--- src/rtl/link_rx.sv ---
// rtl/link_rx.sv - 8N1 UART receiver and 5-byte packet parser for the opponent link
module link_rx #(
  parameter int CLKS_PER_BIT = 651,
  parameter int TIMEOUT_CLKS = 20000
) (
  input  logic       clk,
  input  logic       rst,
  input  logic       rx,
  input  logic       err_clr,
  output logic       start_game,
  output logic [5:0] seed_x,
  output logic [5:0] seed_y,
  output logic       seed_vld,
  output logic [1:0] dir,
  output logic       dir_vld,
  output logic       con_error
);

  localparam int HALF_BIT = CLKS_PER_BIT / 2;
  localparam int CW       = $clog2(CLKS_PER_BIT + 1);
  localparam int TW       = $clog2(TIMEOUT_CLKS + 1);
  localparam logic [CW-1:0] BIT_LAST  = CW'(CLKS_PER_BIT - 1);
  localparam logic [CW-1:0] HALF_LAST = CW'(HALF_BIT - 1);
  localparam logic [TW-1:0] TO_LAST   = TW'(TIMEOUT_CLKS - 1);
  localparam logic [7:0]    SYNC_BYTE = 8'hA5;

  typedef enum logic [2:0] {
    R_IDLE, R_START, R_DATA, R_STOP, R_WAIT_HIGH
  } rx_state_t;

  typedef enum logic [2:0] {
    P_SYNC, P_CMD, P_D0, P_D1, P_SUM
  } p_state_t;

  rx_state_t     r_rx_state;
  p_state_t      r_p_state;
  logic          r_rx_meta;
  logic          r_rx_sync;
  logic          r_rx_prev;
  logic [CW-1:0] r_clk_cnt;
  logic [2:0]    r_bit_cnt;
  logic [7:0]    r_shift;
  logic [7:0]    r_byte;
  logic          r_byte_vld;
  logic          r_frame_err;
  logic [7:0]    r_cmd;
  logic [7:0]    r_d0;
  logic [7:0]    r_d1;
  logic [TW-1:0] r_to_cnt;

  logic          w_sum_ok;
  logic          w_sum_err;
  logic          w_timeout;
  logic          w_err_set;

  // Synchronize rx and run the byte-level receiver; emits one-cycle byte or framing strobes
  always_ff @(posedge clk or posedge rst) begin
    if (rst) begin
      r_rx_meta   <= 1'b1;
      r_rx_sync   <= 1'b1;
      r_rx_prev   <= 1'b1;
      r_rx_state  <= R_IDLE;
      r_clk_cnt   <= '0;
      r_bit_cnt   <= '0;
      r_shift     <= '0;
      r_byte      <= '0;
      r_byte_vld  <= 1'b0;
      r_frame_err <= 1'b0;
    end else begin
      r_rx_meta   <= rx;
      r_rx_sync   <= r_rx_meta;
      r_rx_prev   <= r_rx_sync;
      r_byte_vld  <= 1'b0;
      r_frame_err <= 1'b0;
      case (r_rx_state)
        R_IDLE: begin
          r_clk_cnt <= '0;
          if (r_rx_prev && !r_rx_sync) r_rx_state <= R_START;
        end
        R_START: begin
          // Mid-start-bit check rejects short low glitches without flagging an error
          if (r_clk_cnt == HALF_LAST) begin
            r_clk_cnt  <= '0;
            r_bit_cnt  <= '0;
            r_rx_state <= r_rx_sync ? R_IDLE : R_DATA;
          end else begin
            r_clk_cnt <= r_clk_cnt + 1'b1;
          end
        end
        R_DATA: begin
          if (r_clk_cnt == BIT_LAST) begin
            r_clk_cnt <= '0;
            r_shift   <= {r_rx_sync, r_shift[7:1]};
            if (r_bit_cnt == 3'd7) r_rx_state <= R_STOP;
            else                   r_bit_cnt  <= r_bit_cnt + 1'b1;
          end else begin
            r_clk_cnt <= r_clk_cnt + 1'b1;
          end
        end
        R_STOP: begin
          if (r_clk_cnt == BIT_LAST) begin
            r_clk_cnt <= '0;
            if (r_rx_sync) begin
              r_byte     <= r_shift;
              r_byte_vld <= 1'b1;
              r_rx_state <= R_IDLE;
            end else begin
              r_frame_err <= 1'b1;
              r_rx_state  <= R_WAIT_HIGH;
            end
          end else begin
            r_clk_cnt <= r_clk_cnt + 1'b1;
          end
        end
        R_WAIT_HIGH: begin
          if (r_rx_sync) r_rx_state <= R_IDLE;
        end
        default: r_rx_state <= R_IDLE;
      endcase
    end
  end

  // Fault detection for the current cycle: bad checksum, inter-byte timeout, framing
  always_comb begin
    w_sum_ok  = (r_byte == (r_cmd ^ r_d0 ^ r_d1));
    w_sum_err = r_byte_vld && (r_p_state == P_SUM) && !w_sum_ok;
    w_timeout = (r_p_state != P_SYNC) && !r_byte_vld && (r_to_cnt == TO_LAST);
    w_err_set = r_frame_err || w_sum_err || w_timeout;
  end

  // Packet parser, timeout counter, command outputs and sticky error flag
  always_ff @(posedge clk or posedge rst) begin
    if (rst) begin
      r_p_state  <= P_SYNC;
      r_cmd      <= '0;
      r_d0       <= '0;
      r_d1       <= '0;
      r_to_cnt   <= '0;
      start_game <= 1'b0;
      seed_x     <= '0;
      seed_y     <= '0;
      seed_vld   <= 1'b0;
      dir        <= '0;
      dir_vld    <= 1'b0;
      con_error  <= 1'b0;
    end else begin
      start_game <= 1'b0;
      seed_vld   <= 1'b0;
      dir_vld    <= 1'b0;

      // A new fault overrides a simultaneous clear
      if (w_err_set)    con_error <= 1'b1;
      else if (err_clr) con_error <= 1'b0;

      if ((r_p_state == P_SYNC) || r_byte_vld || w_timeout) r_to_cnt <= '0;
      else                                                   r_to_cnt <= r_to_cnt + 1'b1;

      if (r_frame_err || w_timeout) begin
        r_p_state <= P_SYNC;
      end else if (r_byte_vld) begin
        case (r_p_state)
          P_SYNC: if (r_byte == SYNC_BYTE) r_p_state <= P_CMD;
          P_CMD: begin
            r_cmd     <= r_byte;
            r_p_state <= P_D0;
          end
          P_D0: begin
            r_d0      <= r_byte;
            r_p_state <= P_D1;
          end
          P_D1: begin
            r_d1      <= r_byte;
            r_p_state <= P_SUM;
          end
          P_SUM: begin
            r_p_state <= P_SYNC;
            if (w_sum_ok) begin
              case (r_cmd)
                8'h01: start_game <= 1'b1;
                8'h02: begin
                  seed_x   <= r_d0[5:0];
                  seed_y   <= r_d1[5:0];
                  seed_vld <= 1'b1;
                end
                8'h03: begin
                  dir     <= r_d0[1:0];
                  dir_vld <= 1'b1;
                end
                default: ;
              endcase
            end
          end
          default: r_p_state <= P_SYNC;
        endcase
      end
    end
  end

endmodule

--- config.mk ---
export PLATFORM = sky130hd
export DESIGN_NAME = link_rx
export DESIGN_NICKNAME = d
export VERILOG_FILES = /design/src/rtl/link_rx.sv
export SDC_FILE = /design/constraint.sdc
export NUM_CORES = 1
export LEC_CHECK = 0
export ABC_AREA = 1
export BUFFER_PORTS_ARGS = -buffer_cell sky130_fd_sc_hd__buf_2
export CAP_MARGIN = 20
export CORE_MARGIN = 1.5
export CORE_UTILIZATION = 58
export CTS_BUF_LIST = sky130_fd_sc_hd__clkbuf_8
export DETAILED_ROUTE_END_ITERATION = 10
export PLACE_DENSITY_LB_ADDON = 0.2
export SETUP_SLACK_MARGIN = 0.4
export SLEW_MARGIN = 40
export SYNTH_ARGS = -nofsm -noshare
export SYNTH_HDL_FRONTEND = slang
export SYNTH_SLANG_ARGS = --single-unit
--- constraint.sdc ---
create_clock -name clk -period 3.2 [get_ports clk]
set_input_delay 0.32 -clock clk [delete_from_list [all_inputs] [get_ports clk]]
set_output_delay 0.32 -clock clk [all_outputs]
set_load 0.05 [all_outputs]
==> out/metrics.yaml <==
status: "complete, no violations"
placed_area_sq_um: 5180
cts_root_buffer: "clkbuf_8"
vias: 3963
chipWidth_microns: 95.5
hold_class: "primary input to flop"
die_area_sq_um: 9110
antenna_found_initial: 0
grt_pass1_wl_microns: 16400
ys_top_cells_by_count: "199 x nand2_1, 94 x dfrtp_1, 83 x inv_1"
synthSimpleGateAreaFrac_pct: 29.5
synthMuxAreaShare_pct: 0
multi_input_area_sq_um: 2090
yosysWarnings: 0
ctsHoldBuffers: 1
period_share_pct: 58.5
crit-reg2reg-launch: "r_p_state[0]$_DFFE_PP0P_"
worstSkewPairLatency_ns: 0.36
drt_first_pass_iters: 4
dpl.cell_count: 744
grt_setup_unrepaired: "false"
p_int_mw: 1.80
min_from: "rx"
maxSlewHeadroom_pct: 53.1
synth_flop_cell: "dfrtp_1"
grt_max_degree: 60
leakagePower_nw: 2.64
async_reset_ff_share_pct: 100
synth_cells: 625
drt_wl_total_microns: 9540
irDropWorstVdd_v: 0.000264
coreArea_sq_um: 8260
setup_violations: 0
wl_per_cell_microns: 12.5
rrSetupSlack_ns: 1.33
yosys.area_share.adder_pct: 1.51
hold_depth: 1
final.setup.tns_ns: 0
portBuffers: 21
synth_compound_area_share_pct: 9.31
netlist.area_leader.share_pct: 47.5
p_sw_share_pct: 27.9
cts_max_level: 3
cp-start-kind: "flop"
reg2reg_to: "seed_x[3]$_DFFE_PP0P_"
finalNonFillerCells: 761
seq_power_share_pct: 52.4
r2r_cells: 6
yosysTopAreaCell: "dfrtp_1"
diodes: 0
design_area_sq_um: 5400
avgSynthCellArea_sq_um: 7.93
grt_pass1_vias: 3690
hold_end: "r_rx_meta$_DFF_PP1_"
worstPathRequired_ns: 3.45
hold_viol_final: 0
finalMaxSlewViolations: 0
grt.total_usage_pct: 23.2
drt_iter0_drc: 176
synth-edff-count: 0
power.share.clock_pct: 34.1
cts_buffer_depth: 2
start_util_pct: 60.0
power_frac_comb_pct: 13.5
std_cell_rows: 33
syn_to_final_growth_pct: 8.99
powerDensity_nw_per_um2: 462
crit_fanout: 17
drive_gt1_share_pct: 13.0
path_class: "flop to flop"
drcViolationCount: 0
synth_seq_cells: 97
switchingPower_uw: 698
fill_cells: 733
ant_nets: 0
cts_tree: "done"
syn_area_sq_um: 4960
overflow: 0
synth_top_family_by_area: "simple AND/OR/NAND/NOR gates"
maxCapViolCount: 0
ff_latch_area_sq_um: 2430
post-synth-top-count-cell: "nand2_1"
clock.fmax_mhz: 534
post_cts_resized: 0
clk_pin_slew_ns: 0.09
synth.area.top_cells: "dfrtp_1 47%, nand2_1 15%, inv_1 6.3%"
final_nets: 661
crit_arrival_ns: 2.12
synth_xor_xnor_area_share_pct: 1.77
ios: 22
tightest_slew_ns: 0.701
fp.dieH_microns: 95.5
dpl.hpwl_microns: 6790
postCtsSetupBuffers: 0
viasPerCell: 5.21
synth_cell_type_count: 40
clock_sinks: 97
skew_ns: 0.0124
ys_seq_area_share_pct: 49.0
gp_congestion: 0.818
layout_min_cycle_time_ns: 1.87
numCtsBuffers: 9
end_kind: "flop"
synth_nets: 635
[per-stage QoR]
step / util, % / hold WS [ns] / setup slack (ns) / total power [mW]
2_1_floorplan: - / 0.324 / 1.68 / 1.59
6_report: 65.4 / 0.0595 / 1.33 / 2.50
3_5_place_dp: 62.7 / 0.347 / 1.40 / 1.67
3_3_place_gp: 62.4 / 0.346 / 1.50 / 1.65
4_1_cts: 65.4 / 0.0473 / 1.34 / 2.52
5_1_grt: 65.4 / 0.0384 / 1.13 / 2.63
[kinds of logic after synthesis]
kind of cell,Yosys count
simple gates,326
buf+inv,108
flops,97
compound gates,78
xor+xnor,10
fa+ha+maj,6
[cell type report]
type	count	share of cell area, %
inverter	98	6.88
timing repair buffer	25	3.15
multi-input combinational	420	38.6
sequential	97	45.0
tap	105	2.43
clock buffer	9	2.29
clock inverter	7	1.62
[worst max-delay path: stages (launching register included)]
cell and delay, ns:
dfrtp_1 0.44, nor2_1 0.18, nand2_1 0.12, nor3_4 0.51
nand4_4 0.30, nand2_1 0.13, nand2_1 0.07
[placed cells by master, fill, tap and decap left out, types with 8 or more instances in the layout]
master    instances
a21oi_1          12
nor3_1           12
inv_2            13
nand3_1          14
nand4_1          23
o21ai_0          27
o21ai_1          20
nand2_1         199
buf_2            21
inv_1            84
dfrtp_1          94
nor2_1           54
clkbuf_8          9
o21ai_2           8
[power groups by stage]
stage	logic (mW)	clock network, mW	registers, mW
after floorplan	0.280	0	1.31
after global routing	0.389	0.926	1.31
after detailed placement	0.338	0	1.33
after global placement	0.318	0	1.33
final	0.337	0.852	1.31
after CTS	0.338	0.873	1.31
[flip-flops by register name, summed over array words and instances, names as in the netlist]
register,flops
r_byte,8
r_rx_state,3
r_d1,8
seed_vld,1
dir,2
dir_vld,1
r_rx_sync,1
r_rx_prev,1
r_clk_cnt,10
seed_y,6
r_rx_meta,1
con_error,1
r_p_state,3
start_game,1
r_shift,8
r_d0,8
r_to_cnt,15
r_cmd,8
seed_x,6
r_byte_vld,1
r_bit_cnt,3
r_frame_err,1
[layer usage]
layer / up-vias / GRT usage (%) / wire [microns]
met5: - / 0 / 0
met4: 0 / 8.09 / 164
met3: 15 / 4.39 / 348
met2: 82 / 38.5 / 4490
met1: 1840 / 30.3 / 4540
li1: 2026 / - / -
[worst max path at each step]
stage | slack, ns | to | startpoint | depth (start not counted)
floorplan | 1.68 | r_clk_cnt[2]$_DFFE_PP0P_ | r_clk_cnt[0]$_DFFE_PP0P_ | 7
global placement | 1.50 | seed_y[2]$_DFFE_PP0P_ | r_p_state[0]$_DFFE_PP0P_ | 6
detailed placement | 1.40 | seed_x[3]$_DFFE_PP0P_ | r_p_state[0]$_DFFE_PP0P_ | 6
CTS | 1.34 | seed_x[3]$_DFFE_PP0P_ | r_p_state[0]$_DFFE_PP0P_ | 6
global route | 1.13 | seed_x[3]$_DFFE_PP0P_ | r_p_state[0]$_DFFE_PP0P_ | 6
finish | 1.33 | seed_x[3]$_DFFE_PP0P_ | r_p_state[0]$_DFFE_PP0P_ | 6
No activity file was read; power rests on OpenSTA's default activity.
